--- config.mk ---
export PLATFORM = sky130hd
export DESIGN_NAME = ifetch_queue
export DESIGN_NICKNAME = d
export VERILOG_FILES = /design/src/rtl/ifetch_queue.sv
export SDC_FILE = /design/constraint.sdc
export NUM_CORES = 1
export LEC_CHECK = 0
export ABC_AREA = 1
export BUFFER_PORTS_ARGS = -buffer_cell sky130_fd_sc_hd__buf_4
export CORE_MARGIN = 1
export CORE_UTILIZATION = 45
export CTS_BUF_LIST = sky130_fd_sc_hd__clkbuf_4 sky130_fd_sc_hd__clkbuf_8
export CTS_CLUSTER_SIZE = 40
export DETAILED_ROUTE_END_ITERATION = 10
export MAX_ROUTING_LAYER = met4
export PLACE_DENSITY = 0.67
export SLEW_MARGIN = 0
export SYNTH_ARGS = -nofsm -noshare
export SYNTH_HDL_FRONTEND = slang
export SYNTH_SLANG_ARGS = --single-unit
--- constraint.sdc ---
create_clock -name clk_in -period 10.9 [get_ports clk_in]
set_input_delay 0.545 -clock clk_in [delete_from_list [all_inputs] [get_ports clk_in]]
set_output_delay 0.545 -clock clk_in [all_outputs]
set_load 0.03 [all_outputs]
--- src/rtl/ifetch_queue.sv ---
// Instruction fetch front end: fetches one word at a time and predicts the next PC statically.
// Each fetched word is buffered with its pc and predicted pc in a FIFO that feeds decode.
module ifetch_queue #(
   parameter int IQ_DEPTH = 8,
   parameter int IQ_AW    = 3
) (
   input  logic        clk_in,
   input  logic        rst_in,
   input  logic        rdy_in,
   output logic        mem_req,
   output logic [31:0] mem_addr,
   input  logic        mem_valid,
   input  logic [31:0] mem_data,
   output logic        decode_flag,
   output logic [31:0] ins,
   output logic [31:0] ins_pc,
   output logic [31:0] ins_pred_pc,
   input  logic        decode_ok,
   input  logic        flush_in,
   input  logic [31:0] flush_pc
);

   typedef enum logic [1:0] {IDLE, WAIT, DROP} state_t;

   localparam logic [IQ_AW:0]   CNT_FULL = IQ_DEPTH[IQ_AW:0];
   localparam logic [IQ_AW:0]   CNT_ONE  = 1;
   localparam logic [IQ_AW-1:0] PTR_ONE  = 1;

   state_t            state;
   logic [31:0]       fetch_pc;
   logic [31:0]       q_ins  [IQ_DEPTH];
   logic [31:0]       q_pc   [IQ_DEPTH];
   logic [31:0]       q_pred [IQ_DEPTH];
   logic [IQ_AW-1:0]  head;
   logic [IQ_AW-1:0]  tail;
   logic [IQ_AW:0]    count;
   logic              pop;
   logic              push;
   logic              issue;
   logic [6:0]        opcode;
   logic [31:0]       imm_j;
   logic [31:0]       imm_b;
   logic [31:0]       pred_pc;

   // Static prediction: JAL always taken, branches taken only when backward.
   always_comb begin
      opcode  = mem_data[6:0];
      imm_j   = {{11{mem_data[31]}}, mem_data[31], mem_data[19:12], mem_data[20],
                 mem_data[30:21], 1'b0};
      imm_b   = {{19{mem_data[31]}}, mem_data[31], mem_data[7], mem_data[30:25],
                 mem_data[11:8], 1'b0};
      pred_pc = fetch_pc + 32'd4;
      if (opcode == 7'b1101111)
         pred_pc = fetch_pc + imm_j;
      else if (opcode == 7'b1100011 && mem_data[31])
         pred_pc = fetch_pc + imm_b;
   end

   assign decode_flag = (count != '0);
   assign ins         = decode_flag ? q_ins[head]  : '0;
   assign ins_pc      = decode_flag ? q_pc[head]   : '0;
   assign ins_pred_pc = decode_flag ? q_pred[head] : '0;

   // A pop in the same cycle frees a slot, so a full queue can still issue when draining.
   assign pop   = decode_flag && decode_ok && !flush_in;
   assign push  = (state == WAIT) && mem_valid && !flush_in;
   assign issue = (state == IDLE) && !flush_in && ((count != CNT_FULL) || pop);

   always_ff @(posedge clk_in) begin
      if (rdy_in && rst_in && push) begin
         q_ins[tail]  <= mem_data;
         q_pc[tail]   <= fetch_pc;
         q_pred[tail] <= pred_pc;
      end
   end

   always_ff @(posedge clk_in) begin
      if (!rst_in) begin
         state    <= IDLE;
         fetch_pc <= '0;
         head     <= '0;
         tail     <= '0;
         count    <= '0;
         mem_req  <= 1'b0;
         mem_addr <= '0;
      end else if (rdy_in) begin
         if (flush_in) begin
            head     <= '0;
            tail     <= '0;
            count    <= '0;
            fetch_pc <= flush_pc;
         end else begin
            if (push)
               tail <= tail + PTR_ONE;
            if (pop)
               head <= head + PTR_ONE;
            if (push && !pop)
               count <= count + CNT_ONE;
            else if (pop && !push)
               count <= count - CNT_ONE;
         end

         // The memory controller cannot cancel a request, so a flushed fetch drains in DROP.
         case (state)
            IDLE: begin
               if (issue) begin
                  mem_req  <= 1'b1;
                  mem_addr <= fetch_pc;
                  state    <= WAIT;
               end
            end
            WAIT: begin
               if (mem_valid) begin
                  mem_req <= 1'b0;
                  state   <= IDLE;
                  if (!flush_in)
                     fetch_pc <= pred_pc;
               end else if (flush_in) begin
                  state <= DROP;
               end
            end
            DROP: begin
               if (mem_valid) begin
                  mem_req <= 1'b0;
                  state   <= IDLE;
               end
            end
            default: state <= IDLE;
         endcase
      end
   end

endmodule

* After elaboration in Yosys (flattened, before gate mapping) *
Memory sizes are Yosys's and may differ from the RTL's. A register that Yosys moved wholly into a read port is not among the register bits.
Index checks and enable logic that the tools add are counted.
W data, S select, Z words.

storage, ports and cells
  register bits after elaboration = 77
  memory bits (writable) = 768
  bits of input ports = 70
  output and inout bits = 130
  logic and storage cells = 86
  memories = 3

memory list
  memory  depth  bits a word  rd ports  clocked after Yosys merged registers in  write ports  RTL line  source
  q_ins   8      32           1         1                                        1            31        logic [31:0] q_ins [IQ_DEPTH];
  q_pc    8      32           1         1                                        1            32        logic [31:0] q_pc [IQ_DEPTH];
  q_pred  8      32           1         1                                        1            33        logic [31:0] q_pred [IQ_DEPTH];

operators by class
  add/subtract/negate cells = 7
  equal/unequal tests = 9
  multiplexer cells = 32
  reductions and logical operators = 28

operators by type and width
  operator                 number
  $mux W32                 9
  $add A32 B32 Y32         2
  $add A32 B3 Y32 const B  1
  $mux W3                  10
  $eq A7 B7 Y1 const B     2
  $mux W4                  3
  $logic_and A1 B1 Y1      11
  $mux W2                  4
  $reduce_and A4 Y1        2
  $add A3 B1 Y3 const B    2
  $pmux W2 S3              1
  $reduce_and A2 Y1        3
  $reduce_bool A2 Y1       3
  $add A4 B1 Y4 const B    1
  $mux W1                  4
  $ne A2 B2 Y1 const B     2
  $ne A4 B4 Y1 const B     1
  $reduce_bool A4 Y1       1
  $sub A4 B1 Y4 const B    1
  $logic_not A1 Y1         3
  $ne A3 B3 Y1 const B     1
  $reduce_and A3 Y1        1
  $reduce_bool A3 Y1       1
  $eq A2 B1 Y1 const B     1
  6 further kinds          6

* Logic depth before layout (Yosys ltp) *
Gate-level depths: netlist (run 1).

  depth in word-level cells = 8
  gate-level depth with buffers = 20
  gate-level depth less buffers = 20

* Worst setup path after synthesis (run 1) *
Ideal clock, no wire load.

  path kind = input-to-reg
  from = in rdy_in
  to = mem q_ins[6][0] (enable)
  setup time = 0.666 ns
  arrival = 7.916 ns
  data required time = 10.234 ns
  slack = 2.318 ns
  stages on the path = 6
  path buffers = 1
  path through = clkbuf_1 > inv_1 > nor3_1 > nand2_1 > or2_1 > nor3_1

between the ends
  word-level cells in the longest chain between the ends = 4

RTL lines
  item                               RTL line  source
  start: declaration                 9         input logic rdy_in,
  $logic_and A1 B1 Y1 (2 in series)  70        if (rdy_in && rst_in && push) begin
  $mux W1                            70
  $mux W1 (not written as such)      71        q_ins[tail] <= mem_data;
  end: declaration                   31

Every way passes these cells.

==> reports/metrics.yaml, run 1 <==
cts_buffer_depth: 3
dp_hpwl_um: 68950
cts-root-buf: "clkbuf_8"
core_mm2: 0.08369
period_share_pct: 51.87
arrival_ns: 5.11
grt_setup_unrepaired: "false"
power_frac_seq_pct: 48.8
async_flop_share_pct: 0
antenna_left: 0
crit_fanout: 201
hold_viol: 0
r2r_cells: 10
synth_edf_count: 760
synthAdderAreaFrac_pct: 1.869
clkSinkCount: 840
ys_seq_area_share_pct: 64.24
cap_viol_max_count: 0
power_frac_clock_pct: 35.4
drive_gt1_share_pct: 14.08
critical_path_class: "reg -> out"
slowest_stage: "buf_4"
yosys_warnings: 0
synth-compound-area-share_pct: 13.70
synth_commonest_cells: "760 x edfxtp_1, 707 x nor2_1, 558 x o21ai_0"
synth_most_common_cell: "edfxtp_1"
holdWs_ns: 0.07973
cts_tree: "done"
place_ws_ns: 5.704
layoutNonFillerInstCount: 5120
clk_pin_slew_ns: 0.06
synthSimpleGateAreaFrac_pct: 15.09
drcViolationCount: 0
die_w_um: 292.7
fin_ws_ns: 5.246
routabilityCongestion: 1.030
cellPowerDensity_mw_per_mm2: 173.6
synth_area_leaders: "edfxtp_1 60%, o21ai_0 7.3%, nor2_1 7.0%"
period_minus_slack_ns: 5.654
p_switching_mw: 2.160
yosys_register_bits: 840
fillCellCount: 7428
fmax_mhz: 176.9
portBuffers: 199
ios: 200
post-cts-setup-buffer-count: 0
rows: 106
synth_area_mm2: 0.03802
nNetsFinal: 4010
vias: 28760
htree_levels: 4
cp-start-kind: "register"
path_cells: "buf_4, buf_12, buf_4, o21ai_0, o22ai_1, o21ai_0, a31oi_1, buf_4"
grt_pass1_vias: 27080
hp-class: "in -> reg"
status: "completed"
total_power_mw: 7.536
synth_flop_cell: "edfxtp_1"
overflow: 0
routed_wl_um: 111800
die_h_um: 292.7
setup-tns-final_ns: 0
worstSetupEndpointType: "output pin"
placed_cells: 4851
slowest_delay_ns: 0.84
hold_path_depth: 1
yosysTopAreaCell: "edfxtp_1"
ir_worst_vdd_uv: 103.5
synth.distinct_cells: 57
tightest_slew_ns: 1.330
start_util_pct: 45.43
finClkSkew_ns: 0.04084
avgSynthCellArea_um2: 10.33
relSlewSlack_pct: 10.76
grt_max_degree: 202
grt_usage_pct: 26.63
insertion_delay_ns: 0.79
antenna_found_initial: 3
cp.required_ns: 10.36
synth.area.mux_share_pct: 0.02633
setup_viol: 0
cts_made_buffers: 137
switching_share_pct: 28.66
internal-power_mw: 5.376
drt-initial-drc-count: 2986
area_growth_pct: 14.21
vias_per_cell: 5.617
cpMostUsedCell: "buf_4"
p_leak_nw: 15.95
synthXorXnorAreaFrac_pct: 0.8754
dr.pass1.iters: 8
routedWlPerCell_um: 21.84
synth_top_area_share_pct: 60.03
dieArea_mm2: 0.08566
synth_cells: 3681
drv_slew: 0
synth_nets: 3806
p_comb_share_pct: 15.8
synth_top_family_by_area: "simple AND/OR/NAND/NOR gates"
grt_first_pass_wirelength_um: 166600
-- power by group through the flow --
stage	Clock (mW)	Combinational, mW	Sequential [mW]
5_1_grt	2.85	1.28	3.68
6_report	2.67	1.19	3.68
3_5_place_dp	0	1.17	3.74
4_1_cts	2.72	1.18	3.68
2_1_floorplan	0	0.688	3.75
3_3_place_gp	0	1.16	3.74
-- layout by cell type (no fill, tap or decap), types with 5 or more instances in the layout --
cell           Yosys  routed
a211oi_1          12      12
a21oi_1          133     133
a21oi_2            9       9
a31oi_1          110     110
and2_1             7       7
buf_4              6     241
clkbuf_4           0      47
clkbuf_8           0     143
clkinv_1           5      26
clkinv_2           1      13
dfxtp_1           80      78
dlygate4sd3_1      0      29
edfxtp_1         760     760
ha_1              52      52
inv_1            175     174
inv_2             14      14
nand2_1          469     469
nand2_2           22      22
nand3_1           93      93
nand3_2            6       5
nand4_1           19      19
nor2_1           707     705
nor2_2            11      11
nor2_4             3       5
nor3_1            20      14
nor3_2             6      12
o21ai_0          558     557
o21ai_1           15      16
o21ai_2            5       5
o22ai_1           95      95
o31ai_1            9       9
xnor2_1            7       7
xor2_1            31      31
-- repair_timing --
action                    in CTS  in global routing
resized for setup              0                  0
hold buffers                  29                  0
hold endpoints to repair     200                  0
-- worst max-delay path, delay by kind of cell, from the launching register on --
| kind | cells | cell delay (ns) |
|---|---|---|
| buf+inv | 4 | 2.27 |
| compound gates | 4 | 0.88 |
| flops | 1 | 0.72 |
-- cells by family after synthesis --
| logic type | count (synthesis) |
|---|---|
| flops | 840 |
| xor+xnor | 38 |
| simple gates | 1386 |
| mux | 1 |
| fa+ha+maj | 55 |
| buf+inv | 401 |
| compound gates | 960 |
-- through the flow --
step                util [%]  cell area [um2]
finish                 51.89            43420
floorplan                  -            38020
CTS                    51.88            43420
global placement       48.37            40480
global route           51.89            43420
detailed placement     48.37            40480
-- registers in the layout, indices dropped and copies added (netlist names), named ones only --
name / cells
count: 4
fetch_pc: 32
head: 3
mem_addr: 32
mem_req: 1
q_ins: 256
q_pc: 256
q_pred: 248
state: 2
tail: 3
-- worst paths after layout --
path                from             to  slack (ns)
min          mem_data[8]    q_ins[0][8]        0.08
max             register     ins_pc[28]        5.25
max reg2reg     state[1]  q_pred[5][16]        5.68
min reg2reg      head[2]        head[2]        0.48
-- metal layers --
layer	share of wire, %	GRT usage (%)
met1	43	36.52
met2	47	40.94
met3	7.4	3.779
met4	2.7	8.632
met5	0	-
-- cell type report --
class | instances | area, um2 | share of cell area (%)
sequential | 840 | 24430 | 56.26
multi-input combinational | 2440 | 12050 | 27.75
clock buffer | 190 | 2321 | 5.345
timing repair buffer | 271 | 2120 | 4.881
tap | 1134 | 1419 | 3.268
inverter | 195 | 750.7 | 1.729
clock inverter | 48 | 325.3 | 0.7492
antenna | 2 | 5.005 | 0.01153
Note: power is estimated with default switching activity, not from simulation.
==> inputs of run 2 (changes only) <==
==> constraint.sdc (replaced) <==
create_clock -name clk_in -period 5.4 [get_ports clk_in]
set_input_delay 0.27 -clock clk_in [delete_from_list [all_inputs] [get_ports clk_in]]
set_output_delay 0.27 -clock clk_in [all_outputs]
set_load 0.03 [all_outputs]
==> run 2 against run 1 <==
Net effect:
- the flow now finishes with violations (capacitance limit)
- register-to-register slack lost 4.4 ns
- critical path depth is 9 higher
- largest power group unchanged
- count of clock-buffer cells in the layout is 3 higher
==> reports/metrics.yaml, run 2 (same netlist as run 1, synthesis figures left out) <==
cts_made_buffers: 136  # -0.73%
period_minus_slack_ns: 4.122
grt_setup_unrepaired: "false"
die_w_um: 292.7  # unchanged
rows: 106  # unchanged
crit_fanout: 15  # -93%
clk_pin_slew_ns: 0.07  # about the same
layoutNonFillerInstCount: 5169  # +0.96%
final_cell_mix: "760 x edfxtp_1, 705 x nor2_1, 557 x o21ai_0"
hp-class: "in -> reg"
failed_checks: "capacitance limit"
setup-tns-final_ns: 0  # unchanged
cap_viol_max_count: 1  # +1
grt_max_degree: 177  # -12%
relSlewSlack_pct: 0.8547  # -9.9 points
cellPowerDensity_mw_per_mm2: 347.5  # +100%
grt_pass1_vias: 27470  # +1.4%
vias_per_cell: 5.601  # -0.28%
arrival_ns: 4.85  # -0.26 ns
area_growth_pct: 16.04
drive_gt1_share_pct: 13.91  # -0.17 points
ios: 200  # unchanged
final_common_cell: "edfxtp_1"
total_power_mw: 15.33  # +100%
nNetsFinal: 4065  # +1.4%
finClkSkew_ns: 0.04005  # -0.0007891 ns
hold_viol: 0  # unchanged
tightest_slew_ns: 1.482  # +0.1520 ns
dieArea_mm2: 0.08566  # unchanged
worstSetupEndpointType: "register"
min_from: "decode_ok"
antenna_left: 0  # unchanged
period_share_pct: 76.34
clkSinkCount: 840  # unchanged
routed_wl_um: 112400  # +0.53%
p_leak_nw: 16.24  # +1.8%
portBuffers: 199  # unchanged
grt_usage_pct: 26.71  # +0.078 points
fillCellCount: 7320  # -1.5%
rr_startpoint: "fetch_pc[2]"
core_mm2: 0.08369  # unchanged
overflow: 0  # unchanged
cp-start-kind: "register"
critical_path_class: "reg -> reg"
antenna_found_initial: 2  # -1
post_cts_resized: 0  # unchanged
dr.pass1.iters: 7  # -1
vias: 28950  # +0.67%
cts_buffer_depth: 3  # unchanged
cts_tree: "done"
drv_slew: 0  # unchanged
drcViolationCount: 0  # unchanged
status: "finished, violations left"
die_h_um: 292.7  # unchanged
drt-initial-drc-count: 3258  # +9.1%
routabilityCongestion: 0.9982  # -3.1%
setup_viol: 0  # unchanged
ir_worst_vdd_uv: 246.6  # +140%
crit_start: "fetch_pc[2]"
cts-root-buf: "clkbuf_8"
cp.required_ns: 6.13  # -4.23 ns
multi_input_area_mm2: 0.01209  # +0.31%
htree_levels: 4  # unchanged
start_util_pct: 45.43  # unchanged
placed_cells: 4853  # +0.041%
seqCellArea_mm2: 0.02443  # unchanged
largestRegisters: "q_ins: 256 flops, q_pc: 256 flops, q_pred: 248 flops"
dp_hpwl_um: 67270  # -2.4%
fmax_mhz: 242.6
routedWlPerCell_um: 21.75  # -0.43%
grt_first_pass_wirelength_um: 167600  # +0.62%
insertion_delay_ns: 0.79  # about the same
-- run 2: changes by cell type in the layout (fill, tap and decap cells not counted), sizes merged, moves of 2 or more --
cell / before / now
buf: 242 / 244
bufinv: 2 / 5
clkbuf: 190 / 193
clkinv: 41 / 31
dlygate4sd3: 29 / 83
inv: 196 / 193
-- run 2: worst max-delay path, cell delays in order (launching register included) --
cell           delay, ns
dfxtp_1             0.67
inv_1               0.28
fa_1                0.47
nor2_1              0.16
nand2_1             0.06
nand2_1             0.21
nand2_2             0.10
nand2_4             0.11
nand2_2             0.05
nand2_2             0.10
xor2_1              0.27
nor2_1              0.09
a21oi_2             0.50
nand2_1             0.13
nand2_1             0.11
nand3_1             0.06
dlygate4sd3_1       0.58
a21oi_1             0.12
-- run 2: stage by stage --
step	area (um2)	worst slack [ns]	hold slack, ns	util (%)
3_3_place_gp	40620	1.858	0.4386	48.54
6_report	44120	1.278	0.05711	52.72
3_5_place_dp	40620	1.777	0.4417	48.54
5_1_grt	44120	1.112	0.08178	52.72
4_1_cts	44120	1.306	0.01706	52.72
2_1_floorplan	38070	-0.1750	0.3689	-
-- run 2: final cells by class --
class	instances	area share [%]
sequential	840	55.38
multi-input combinational	2440	27.40
timing repair buffer	327	6.262
clock buffer	193	5.269
tap	1134	3.216
inverter	195	1.702
clock inverter	39	0.7686
antenna	1	0.005672
-- run 2: power by group --
group	internal [mW]	total, mW	leakage [nW]	switching, mW
combinational	0.749	2.46	7.26	1.71
sequential	7.26	7.42	7.58	0.165
clock	3.00	5.44	1.40	2.44
total	11.0	15.3	16.2	4.32
-- run 2: repair_timing --
item | 4_1_cts | 5_1_grt
endpoints found under the setup margin | 0 | 0
endpoints found under the hold margin | 318 | 0
hold buffers | 83 | 0
buffers inserted | 0 | 0
-- run 2: path summary, 6_finish.rpt --
kind,slack [ns],to,cells after the start
max,1.28,fetch_pc[13],17
min,0.06,head[2],6
max reg2reg,1.28,fetch_pc[13],17
min reg2reg,0.47,head[2],1
-- run 2: metal layers --
layer  routed length, um  track usage (%)
met1               47960            35.92
met2               52350            41.11
met3                8910            4.469
met4                3201            9.194
met5                   0                -
